===== config.mk =====
export PLATFORM = sky130hd
export DESIGN_NAME = ram_bus_ctrl
export DESIGN_NICKNAME = d
export VERILOG_FILES = /design/src/rtl/ram_bus_ctrl.sv
export SDC_FILE = /design/constraint.sdc
export NUM_CORES = 1
export LEC_CHECK = 0
export CELL_PAD_IN_SITES_DETAIL_PLACEMENT = 1
export CELL_PAD_IN_SITES_GLOBAL_PLACEMENT = 1
export CORE_UTILIZATION = 35
export CTS_CLUSTER_SIZE = 12
export DETAILED_ROUTE_END_ITERATION = 6
export PLACE_DENSITY = 0.86
export SYNTH_ARGS = -nofsm -noshare
export SYNTH_HDL_FRONTEND = slang
export SYNTH_SLANG_ARGS = --single-unit

===== constraint.sdc =====
create_clock -name i_clk -period 3 [get_ports i_clk]
set_input_delay 0.6 -clock i_clk [delete_from_list [all_inputs] [get_ports i_clk]]
set_output_delay 0.6 -clock i_clk [all_outputs]
set_load 0.005 [all_outputs]

===== src/rtl/ram_bus_ctrl.sv =====
// ram_bus_ctrl: bridges the asynchronous 68000 bus (AS/UDS/LDS/RW/DTACK) to a 16-bit
// word ram without byte enables. It sequences the ram enable/write strobes and data bus,
// inserts WAIT_STATES extra enable clocks per access, runs single-byte writes as
// read-modify-write, and generates a registered DTACK.
module ram_bus_ctrl #(
    parameter int unsigned ADDR_WIDTH  = 16,
    parameter int unsigned DATA_WIDTH  = 16,
    parameter int unsigned WAIT_STATES = 1,
    parameter int unsigned SYNC_STAGES = 2
) (
    input  logic                  i_clk,
    input  logic                  i_rst_n,
    input  logic                  i_cs,
    input  logic [ADDR_WIDTH:0]   i_cpu_addr,
    input  logic                  i_cpu_as_n,
    input  logic                  i_cpu_uds_n,
    input  logic                  i_cpu_lds_n,
    input  logic                  i_cpu_rw,
    input  logic [DATA_WIDTH-1:0] i_cpu_data,
    output logic [DATA_WIDTH-1:0] o_cpu_data,
    output logic                  o_cpu_data_oe,
    output logic                  o_cpu_dtack_n,
    output logic [ADDR_WIDTH-1:0] o_ram_addr,
    output logic                  o_ram_enable,
    output logic                  o_ram_write,
    output logic [DATA_WIDTH-1:0] o_ram_data,
    output logic                  o_ram_data_oe,
    input  logic [DATA_WIDTH-1:0] i_ram_data
);

    localparam int unsigned HalfW   = DATA_WIDTH / 2;
    localparam logic [3:0]  WaitMax = 4'(WAIT_STATES);

    typedef enum logic [2:0] {
        StIdle,  // waiting for a selected bus cycle
        StRd,    // ram read (plain read or first half of read-modify-write)
        StWs,    // write setup: write and bus drive up, enable low
        StWe,    // write enable pulse, ram commits on its rising edge
        StWh,    // write hold: enable low, write and bus drive still up
        StAck    // DTACK asserted until the CPU drops AS
    } state_e;

    state_e                 r_state;
    state_e                 w_state_d;
    logic [3:0]             r_wait;
    logic [3:0]             w_wait_d;
    logic                   r_abort;
    logic                   w_abort_d;

    logic [SYNC_STAGES-1:0] r_as_sync;
    logic [SYNC_STAGES-1:0] r_uds_sync;
    logic [SYNC_STAGES-1:0] r_lds_sync;

    logic [ADDR_WIDTH-1:0]  r_addr;
    logic                   r_rw;
    logic                   r_uds;
    logic                   r_lds;
    logic [DATA_WIDTH-1:0]  r_wdata;
    logic [DATA_WIDTH-1:0]  r_rdata;
    logic                   r_dtack_n;
    logic                   r_cpu_oe;

    logic                   w_as_act;
    logic                   w_uds_act;
    logic                   w_lds_act;
    logic                   w_start;
    logic                   w_wait_done;
    logic                   w_cpu_gone;
    logic                   w_ack_live;
    logic                   w_unused_addr0;

    // Byte address bit 0 carries no information on a 16-bit bus.
    assign w_unused_addr0 = i_cpu_addr[0];

    assign w_as_act    = ~r_as_sync[SYNC_STAGES-1];
    assign w_uds_act   = ~r_uds_sync[SYNC_STAGES-1];
    assign w_lds_act   = ~r_lds_sync[SYNC_STAGES-1];
    assign w_start     = w_as_act & i_cs & (w_uds_act | w_lds_act);
    assign w_wait_done = (r_wait == WaitMax);
    // CPU withdrew the cycle, now or at some point earlier in this access.
    assign w_cpu_gone  = r_abort | ~w_as_act;
    assign w_ack_live  = (r_state == StAck) & w_as_act;

    // Bring the asynchronous strobes into the clock domain (idle high).
    always_ff @(posedge i_clk or negedge i_rst_n) begin
        if (!i_rst_n) begin
            r_as_sync  <= '1;
            r_uds_sync <= '1;
            r_lds_sync <= '1;
        end else begin
            r_as_sync  <= {r_as_sync[SYNC_STAGES-2:0], i_cpu_as_n};
            r_uds_sync <= {r_uds_sync[SYNC_STAGES-2:0], i_cpu_uds_n};
            r_lds_sync <= {r_lds_sync[SYNC_STAGES-2:0], i_cpu_lds_n};
        end
    end

    // FSM state, wait counter and abort flag registers.
    always_ff @(posedge i_clk or negedge i_rst_n) begin
        if (!i_rst_n) begin
            r_state <= StIdle;
            r_wait  <= '0;
            r_abort <= 1'b0;
        end else begin
            r_state <= w_state_d;
            r_wait  <= w_wait_d;
            r_abort <= w_abort_d;
        end
    end

    // Next-state logic and ram strobe decode.
    always_comb begin
        w_state_d     = r_state;
        w_wait_d      = r_wait;
        w_abort_d     = r_abort;
        o_ram_enable  = 1'b0;
        o_ram_write   = 1'b0;
        o_ram_data_oe = 1'b0;

        // An abort never truncates the ram sequence; it only suppresses the ACK.
        if ((r_state != StIdle) && (r_state != StAck) && !w_as_act) begin
            w_abort_d = 1'b1;
        end

        unique case (r_state)
            StIdle: begin
                w_abort_d = 1'b0;
                w_wait_d  = '0;
                if (w_start) begin
                    if (!i_cpu_rw && w_uds_act && w_lds_act) begin
                        w_state_d = StWs;
                    end else begin
                        w_state_d = StRd;
                    end
                end
            end
            StRd: begin
                o_ram_enable = 1'b1;
                if (w_wait_done) begin
                    w_wait_d = '0;
                    if (!r_rw) begin
                        w_state_d = StWs;
                    end else if (w_cpu_gone) begin
                        w_state_d = StIdle;
                    end else begin
                        w_state_d = StAck;
                    end
                end else begin
                    w_wait_d = r_wait + 4'd1;
                end
            end
            StWs: begin
                o_ram_write   = 1'b1;
                o_ram_data_oe = 1'b1;
                w_state_d     = StWe;
            end
            StWe: begin
                o_ram_enable  = 1'b1;
                o_ram_write   = 1'b1;
                o_ram_data_oe = 1'b1;
                if (w_wait_done) begin
                    w_wait_d  = '0;
                    w_state_d = StWh;
                end else begin
                    w_wait_d = r_wait + 4'd1;
                end
            end
            StWh: begin
                o_ram_write   = 1'b1;
                o_ram_data_oe = 1'b1;
                w_state_d     = w_cpu_gone ? StIdle : StAck;
            end
            StAck: begin
                if (!w_as_act) begin
                    w_state_d = StIdle;
                end
            end
            default: w_state_d = StIdle;
        endcase
    end

    // Latch the bus cycle, capture/merge ram data, and register DTACK and CPU drive.
    always_ff @(posedge i_clk or negedge i_rst_n) begin
        if (!i_rst_n) begin
            r_addr    <= '0;
            r_rw      <= 1'b0;
            r_uds     <= 1'b0;
            r_lds     <= 1'b0;
            r_wdata   <= '0;
            r_rdata   <= '0;
            r_dtack_n <= 1'b1;
            r_cpu_oe  <= 1'b0;
        end else begin
            if ((r_state == StIdle) && w_start) begin
                r_addr  <= i_cpu_addr[ADDR_WIDTH:1];
                r_rw    <= i_cpu_rw;
                r_uds   <= w_uds_act;
                r_lds   <= w_lds_act;
                r_wdata <= i_cpu_data;
            end
            if ((r_state == StRd) && w_wait_done) begin
                if (r_rw) begin
                    r_rdata <= i_ram_data;
                end else begin
                    // Keep the CPU byte on its lane, refill the other from the ram.
                    if (!r_uds) begin
                        r_wdata[DATA_WIDTH-1:HalfW] <= i_ram_data[DATA_WIDTH-1:HalfW];
                    end
                    if (!r_lds) begin
                        r_wdata[HalfW-1:0] <= i_ram_data[HalfW-1:0];
                    end
                end
            end
            r_dtack_n <= ~w_ack_live;
            r_cpu_oe  <= w_ack_live & r_rw;
        end
    end

    assign o_ram_addr    = r_addr;
    assign o_ram_data    = r_wdata;
    assign o_cpu_data    = r_rdata;
    assign o_cpu_dtack_n = r_dtack_n;
    assign o_cpu_data_oe = r_cpu_oe;

endmodule


[Word-level counts from Yosys, hierarchy flattened]
Index checks and enable logic that the tools add are counted.
Word-level totals
  register bits: 67
  latch bits: 0
  memory bits (writable): 0
  memory bits (read-only): 0
  memories kept: 0
Cells by class
  add/sub/neg operators: 1
  multipliers: 0
  divide/modulo/power cells: 0
  $lt $le $gt $ge: 0
  equality and inequality tests: 11
  shifts and indexed selects: 0
  multiplexer cells: 19
  bitwise gates (word level): 10
  reductions and logical operators: 15
Operator list (number)
  $mux 16: 3
  $mux 3: 6
  $pmux 3 s6: 1
  $mux 8: 2
  $ne 2x2->1 const B: 4
  $pmux 4 s2: 1
  $eq 3x2->1 const B: 2
  $eq 3x3->1 const B: 2
  $logic_and 1x1->1: 6
  $add 4x1->4 const B: 1
  $and 1x1->1: 4
  $eq 4x1->1 const B: 1
  $mux 1: 4
  $mux 4: 1
  $not 1->1: 4
  $reduce_and 4->1: 1
  $reduce_bool 2->1: 2
  $eq 3x1->1 const B: 1
  $logic_not 3->1: 1
  $ne 3x3->1 const B: 1
  $reduce_bool 3->1: 1
  $reduce_or 3->1: 1
  $mux 2: 1
  $or 1x1->1: 2
  other kinds (3): 3

[Logic depth before layout (Yosys ltp)]
Gate-level depths: netlist of run 1.
  word-level depth: 8
  gate-level depth with buffers: 8
  mapped depth without buffers: 6

[Worst setup path before layout of run 1]
Ideal clock, no wire load.
  path kind: reg-to-reg
  from: reg r_wait[1]
  to: reg r_rdata[10], in the netlist o_cpu_data[10]
  library setup time: 125 ps
  data arrival time: 1869 ps
  data required time: 2875 ps
  path slack: 1006 ps
  cell stages (with the launch flop): 8
  path buffers: 2
  period minus slack after synthesis: 1994 ps
  cells stage by stage: dfrtp_1 > inv_1 > ha_1 > or3b_1 > or3_1 > buf_6 > buf_12 > mux2_4
Between the ends
  word-level cells in the longest chain between the ends: 3
RTL lines
  start: declaration: line 45  | logic [3:0] r_wait;
  start signal: assignment: line 105  | r_wait <= w_wait_d;
  $eq 4x1->1: line 79  | assign w_wait_done = (r_wait == WaitMax);
  $logic_and 1x1->1: line 200  | if ((r_state == StRd) && w_wait_done) begin
  $reduce_and 2->1 (no line)
  end signal: assignment: line 202  | r_rdata <= i_ram_data;
  end: declaration: line 59  | logic [DATA_WIDTH-1:0] r_rdata;
Every way passes these cells.
A chain may end at the register's enable or synchronous reset.

[Final worst setup path of run 1]
  from: reg r_state[1]
  to: out o_ram_data_oe
Between the ends
  word-level cells in the longest chain between the ends: 3
RTL lines
  start: declaration: line 43  | state_e r_state;
  start signal: assignment: line 100  | r_state <= StIdle;
  start signal: assignment: line 104  | r_state <= w_state_d;
  $eq 3x2->1 or $eq 3x3->1 (tied branches): line 124  | unique case (r_state)
  $reduce_or 3->1 (no line) *
  $mux 1 *: line 124
  end: declaration: line 27  | output logic o_ram_data_oe,
Every way passes the cells marked *; elsewhere a longest branch is shown, timed or not.

==> metrics.md, run 1 <==
| Metric | Value |
|---|---|
| Outcome | finished, final reports clean |
| Final Cycle Share | 81.4% |
| Port bufs | 107 |
| P per Cell Area | 964 nW/um2 |
| Critical path buffers and inverters | 2 |
| Yosys warning count | 0 |
| Clk buf depth | 2 |
| Die area | 8440 um2 |
| Num ports | 109 |
| GRT Total Usage | 17.8% |
| WL/cell | 16.0 um |
| WP data arrival | 1840 ps |
| Post-synthesis cell count | 216 |
| Crit-path slowest cell | clkdlybuf4s50_1 |
| HP Class | in -> async |
| Unrepaired setup endpoints after global routing | no |
| Worst slew margin | 39.0% |
| First-pass DRT Iterations | 4 |
| Detailed-route wire length | 6920 um |
| Post-Route Setup TNS | 0 ps |
| Final setup violation count | 0 |
| Final-layout fill cell count | 820 |
| First-pass GRT wire length | 11500 um |
| Post-synth cell types | 35 |
| P_leak | 1.84 nW |
| Final hold vios | 0 |
| Global route overflow | 0 |
| Setup CP Type | reg -> out |
| Syn avg cell area | 13.1 um2 |
| CP delay by family, top | buffers and inverters |
| Post-CTS Hold Fix Bufs | 0 |
| Final Wtd Congestion | 0.771 |
| Worst setup SP type | register |
| Tmin final | 2440 ps |
| Worst-Skew Late Latency | 340 ps |
| Most frequent cells in the layout | 106 x clkdlybuf4s50_1, 60 x dfrtp_1, 23 x mux2_2, 19 x a21oi_1, 17 x nor2_1 |
| Initial Utilization | 36.4% |
| Cells along the critical path | inv_1, o21ai_0, clkdlybuf4s50_1 |
| Initial antenna violation count | 0 |
| Core box area | 7770 um2 |
| Share of cells above drive strength 1 | 18.2% |
| ANT nets after route | 0 |
| Clk pin slew, worst setup/hold paths | 80 ps |
| CP max FO | 10 |
| Clock Sinks | 67 |
| DR iter-0 viols | 57 |
| Max Slew Vio Count | 0 |
| Max_cap viols | 0 |
| Inserted Diodes | 0 |
| Reg area | 1690 um2 |
| Via/cell ratio | 4.82 |
| Hpwl dp | 5130 um |
| Number of synthesized register bits | 67 |
| Die Y | 91.9 um |
| Row count | 32 |
| Area of the multi-input gates | 1030 um2 |
| Post-cts resize count | 0 |
| Area grow syn2layout | 46.9% |
| Clk root buf | clkbuf_8 |
| Mapped Area | 2830 um2 |
| CTS tree | yes |
| Routed vias | 2076 |
| Post-synthesis net count | 274 |
| # Post-CTS Setup Buffers | 0 |
| DRC Markers | 0 |
| Worst Skew | 14.7 ps |
| CP endpoint kind | output pin |
| Layout Nets | 382 |
| WP data required | 2400 ps |
| Vias in the first global route | 2316 |
| H-tree depth | 3 |
| Seq/Total Area, Yosys | 59.6% |
| Num CTS Buffers | 9 |
| Commonest non-fill, non-tap cell in the layout | clkdlybuf4s50_1 |
| Pin count of the biggest net entering global routing | 29 |
| Peak supply drop | 396 uV |
| Placed cell area | 3970 um2 |
| Finished Cell Area | 4160 um2 |
| Die X | 91.9 um |
| Slowest stage delay, CP | 560 ps |
| Fmax | 410 MHz |
| Worst Tran Pin Value | 914 ps |
[state kept, by name (all words and copies together) (netlist names), 2 cells and up]
register	cells
r_lds_sync	2
r_uds_sync	2
r_wait	4
o_ram_data	16
r_state	3
o_cpu_data	16
r_as_sync	2
o_ram_addr	16
[power breakdown]
group | internal (mW) | total [mW] | switching [mW]
combinational | 1.12 | 1.71 | 0.598
sequential | 1.31 | 1.56 | 0.255
clock | 0.405 | 0.730 | 0.325
[area by class of cell]
class	instances	share of cell area, %
Timing Repair Buffer	110	26.5
Tap cell	102	3.07
Clock inverter	3	0.964
Clock buffer	13	3.58
Multi-Input combinational cell	131	24.9
Inverter	5	0.452
Sequential cell	67	40.6
[cells in the mapped netlist]
| cell type | instances | area, um2 |
|---|---|---|
| a2111oi_0 | 1 | 8.76 |
| a21bo_2 | 1 | 10.0 |
| a21oi_1 | 19 | 95.1 |
| a22o_1 | 1 | 8.76 |
| a31oi_1 | 1 | 6.26 |
| buf_12 | 1 | 20.0 |
| buf_2 | 4 | 20.0 |
| buf_4 | 2 | 15.0 |
| buf_6 | 2 | 22.5 |
| clkbuf_1 | 2 | 7.51 |
| clkbuf_2 | 2 | 10.0 |
| dfrtp_1 | 60 | 1500 |
| dfstp_2 | 7 | 184 |
| ha_1 | 2 | 25.0 |
| inv_1 | 5 | 18.8 |
| mux2_2 | 23 | 259 |
| mux2_4 | 10 | 150 |
| mux2i_1 | 16 | 160 |
| nand2_1 | 6 | 22.5 |
| nand2b_1 | 1 | 6.26 |
| nand3_1 | 3 | 15.0 |
| nand3b_1 | 2 | 15.0 |
| nor2_1 | 17 | 63.8 |
| nor2b_1 | 2 | 12.5 |
| nor3_1 | 3 | 15.0 |
| o211ai_1 | 2 | 15.0 |
| o21ai_0 | 9 | 45.0 |
| o22a_2 | 1 | 10.0 |
| o22ai_1 | 2 | 12.5 |
| o2bb2ai_1 | 1 | 8.76 |
| o311ai_0 | 1 | 8.76 |
| or3_1 | 1 | 6.26 |
| or3b_1 | 2 | 17.5 |
| or4_1 | 3 | 22.5 |
| xnor2_1 | 1 | 8.76 |
[per-stage QoR]
step	util [%]	hold slack, ps	power, mW	setup slack (ps)	cells
6_report	53.5	270	4.01	558	431
4_1_cts	53.5	287	4.06	531	431
3_3_place_gp	51.1	346	3.22	667	415
3_5_place_dp	51.1	348	3.32	591	415
2_1_floorplan	-	304	2.34	1010	216
5_1_grt	53.5	318	4.27	420	431
[kinds of logic after synthesis]
logic type	after synthesis	synth area share [%]
XOR/XNOR	1	0.310
AND/OR/NAND/NOR	40	6.95
adder cells (fa/ha/maj)	2	0.885
multiplexers	49	20.1
buffers and inverters	18	4.03
flip-flops	67	59.6
AO/OA/AOI/OAI	39	8.10
[final timing paths]
| kind | start | cells past startpoint | slack, ps | end |
|---|---|---|---|---|
| worst max-delay path | r_state[1] | 3 | 560 | o_ram_data_oe |
| worst min-delay path | i_rst_n | 1 | 270 | o_cpu_data[8] |
| worst max register to register | r_wait[1] | 5 | 620 | o_cpu_data[14] |
| worst min register to register | r_uds_sync[0] | 0 | 360 | r_uds_sync[1] |
| max in group asynchronous | i_rst_n | 2 | 1950 | r_uds_sync[1] |
| min in group i_clk | r_uds_sync[0] | 0 | 360 | r_uds_sync[1] |
[layer usage]
layer / GRT usage [%] / routed length [um]
met5: 0 / 0
met4: 7.29 / 133
met3: 5.56 / 436
met2: 30.7 / 3500
met1: 20.3 / 2850
No activity file was read; power rests on OpenSTA's default activity.
==> run 2, diff against run 1 <==
--- a/config.mk
+++ b/config.mk
@@ -7,10 +7,10 @@
 export LEC_CHECK = 0
 export CELL_PAD_IN_SITES_DETAIL_PLACEMENT = 1
 export CELL_PAD_IN_SITES_GLOBAL_PLACEMENT = 1
-export CORE_UTILIZATION = 35
+export CORE_UTILIZATION = 30
 export CTS_CLUSTER_SIZE = 12
 export DETAILED_ROUTE_END_ITERATION = 6
-export PLACE_DENSITY = 0.86
+export PLACE_DENSITY = 0.79
 export SYNTH_ARGS = -nofsm -noshare
 export SYNTH_HDL_FRONTEND = slang
 export SYNTH_SLANG_ARGS = --single-unit
==> constraint.sdc (replaced) <==
create_clock -name i_clk -period 2.2 [get_ports i_clk]
set_input_delay 0.44 -clock i_clk [delete_from_list [all_inputs] [get_ports i_clk]]
set_output_delay 0.44 -clock i_clk [all_outputs]
set_load 0.005 [all_outputs]
==> metrics.md, run 2 (synthesized netlist as in run 1, its figures left out) <==
| Metric | Value |
|---|---|
| GRT Total Usage | 15.0% |
| Row count | 35 |
| Max_cap viols | 0 |
| Initial Utilization | 30.7% |
| R2r setup slk | 140 ps |
| CP delay by family, top | buffers and inverters |
| First-pass GRT wire length | 11500 um |
| Fin cells | 444 |
| Port bufs | 107 |
| Clk root buf | clkbuf_8 |
| Most frequent cells in the layout | 106 x clkdlybuf4s50_1, 58 x dfrtp_1, 23 x mux2_2, 19 x a21oi_1, 17 x nor2_1 |
| P_leak | 1.87 nW |
| Max Slew Vio Count | 0 |
| Placed Instances | 428 |
| Vias in the first global route | 2286 |
| Levels on crit path | 3 |
| Worst-Skew Late Latency | 330 ps |
| DRC Markers | 0 |
| ANT nets after route | 0 |
| P per Cell Area | 1320 nW/um2 |
| CTS tree | yes |
| Peak supply drop | 494 uV |
| Slowest stage delay, CP | 560 ps |
| Detailed-route wire length | 6760 um |
| CP max FO | 10 |
| Final hold vios | 0 |
| R2r worst-path depth | 6 |
| Outcome | finished, final reports clean |
| Worst Skew | 12.6 ps |
| Total power | 5.60 mW |
| Via/cell ratio | 4.69 |
| RR Startpoint | r_wait[1] |
| # Post-CTS Setup Buffers | 0 |
| Clk buf depth | 2 |
| Worst reg2reg path endpoint | o_cpu_data[6] |
| Die area | 9820 um2 |
| Core box area | 9200 um2 |
| Setup CP Type | reg -> out |
| Initial antenna violation count | 0 |
| Worst Tran Pin Value | 670 ps |
| Die X | 99.1 um |
| Num CTS Buffers | 9 |
| Unrepaired setup endpoints after global routing | no |
| Tmin final | 2110 ps |
| Hpwl dp | 4840 um |
| Inserted Diodes | 0 |
| Worst setup SP type | register |
| Pin count of the biggest net entering global routing | 68 |
| WP data arrival | 1670 ps |
| WP data required | 1760 ps |
| Final setup violation count | 0 |
| Final Cycle Share | 96.1% |
| Post-CTS Hold Fix Bufs | 0 |
| H-tree depth | 3 |
| Routed vias | 2084 |
| Share of cells above drive strength 1 | 21.0% |
| Fmax | 473 MHz |
| Layout Nets | 386 |
| Post-Route Setup TNS | 0 ps |
| Worst slew margin | 54.2% |
| Critical path buffers and inverters | 2 |
| First-pass DRT Iterations | 4 |
| Cells along the critical path | inv_2, o21ai_0, clkdlybuf4s50_1 |
| Clk pin slew, worst setup/hold paths | 80 ps |
| Crit path to | o_ram_data_oe |
| CP endpoint kind | output pin |
| Launch point of the worst path | r_state[1] |
| WL/cell | 15.2 um |
| Final Wtd Congestion | 0.804 |
| DR iter-0 viols | 57 |
| Global route overflow | 0 |
| Num ports | 109 |
| HP Class | in -> async |
| Area grow syn2layout | 50.0% |
| Die Y | 99.1 um |
| Crit-path slowest cell | clkdlybuf4s50_1 |
| Commonest non-fill, non-tap cell in the layout | clkdlybuf4s50_1 |
| Clock Sinks | 67 |
==> run 2: cell types whose count changed in the layout (fill, tap and decap cells not counted), sizes merged <==
cell,previous run,this run
clkbuf,13,10
buf,4,8
clkinvlp,0,1
clkinv,2,3
bufinv,1,2
==> run 2: how the worst min path moves through the flow <==
stage,start,endpoint,slack (ps),depth (start not counted)
final,i_rst_n,o_ram_data[6],110,2
after global routing,i_rst_n,o_ram_data[1],120,2
after CTS,i_rst_n,o_ram_data[1],120,2
after floorplan,i_rst_n,o_cpu_data[0],140,0
after detailed placement,r_uds_sync[0],r_uds_sync[1],350,0
after global placement,r_as_sync[0],r_as_sync[1],350,0
==> run 2: worst reg2reg max path, delay by kind of cell, from the launching register on <==
kind	cells	cell delay (ps)
AND/OR/NAND/NOR	2	820
buffers and inverters	2	300
adder cells (fa/ha/maj)	1	130
multiplexers	1	310
flip-flops	1	400
==> run 2: routing by layer <==
layer / GRT usage, % / wire (um) / part of all wire (%) / vias up
li1: - / - / - / 983
met1: 18.6 / 2900 / 43 / 1037
met2: 25.4 / 3440 / 51 / 58
met3: 3.69 / 360 / 5.3 / 6
met4: 5.09 / 60 / 0.89 / 0
met5: 0 / 0 / 0 / -
==> run 2: power breakdown <==
group / internal, mW / switching, mW / total [mW]
logic: 1.54 / 0.806 / 2.34
registers: 1.79 / 0.355 / 2.14
clock network: 0.641 / 0.475 / 1.12
==> run 2: final cells by class <==
cell class | instances | area (um2)
sequential | 67 | 1690
timing repair buffer | 114 | 1140
clock buffer | 10 | 128
inverter | 5 | 18.8
multi-input combinational | 131 | 1030
fill | 992 | 4960
clock inverter | 6 | 90.1
tap | 111 | 139
==> run 2: timing repair <==
| action | 4_1_cts | 5_1_grt |
|---|---|---|
| endpoints found under the hold margin | 0 | 0 |
| gates resized for setup | 2 | 2 |
| setup endpoints to repair | 2 | 3 |
==> run 2: per-stage QoR <==
stage / hold WS [ps] / util [%] / setup WS [ps] / cell area [um2]
after floorplan: 144 / - / 206 / 2830
after CTS: 119 / 46.1 / 1.26 / 4240
after global placement: 346 / 43.7 / 166 / 4020
after global routing: 124 / 46.1 / 1.48 / 4240
final: 108 / 46.1 / 85.4 / 4240
after detailed placement: 347 / 43.7 / 150 / 4020
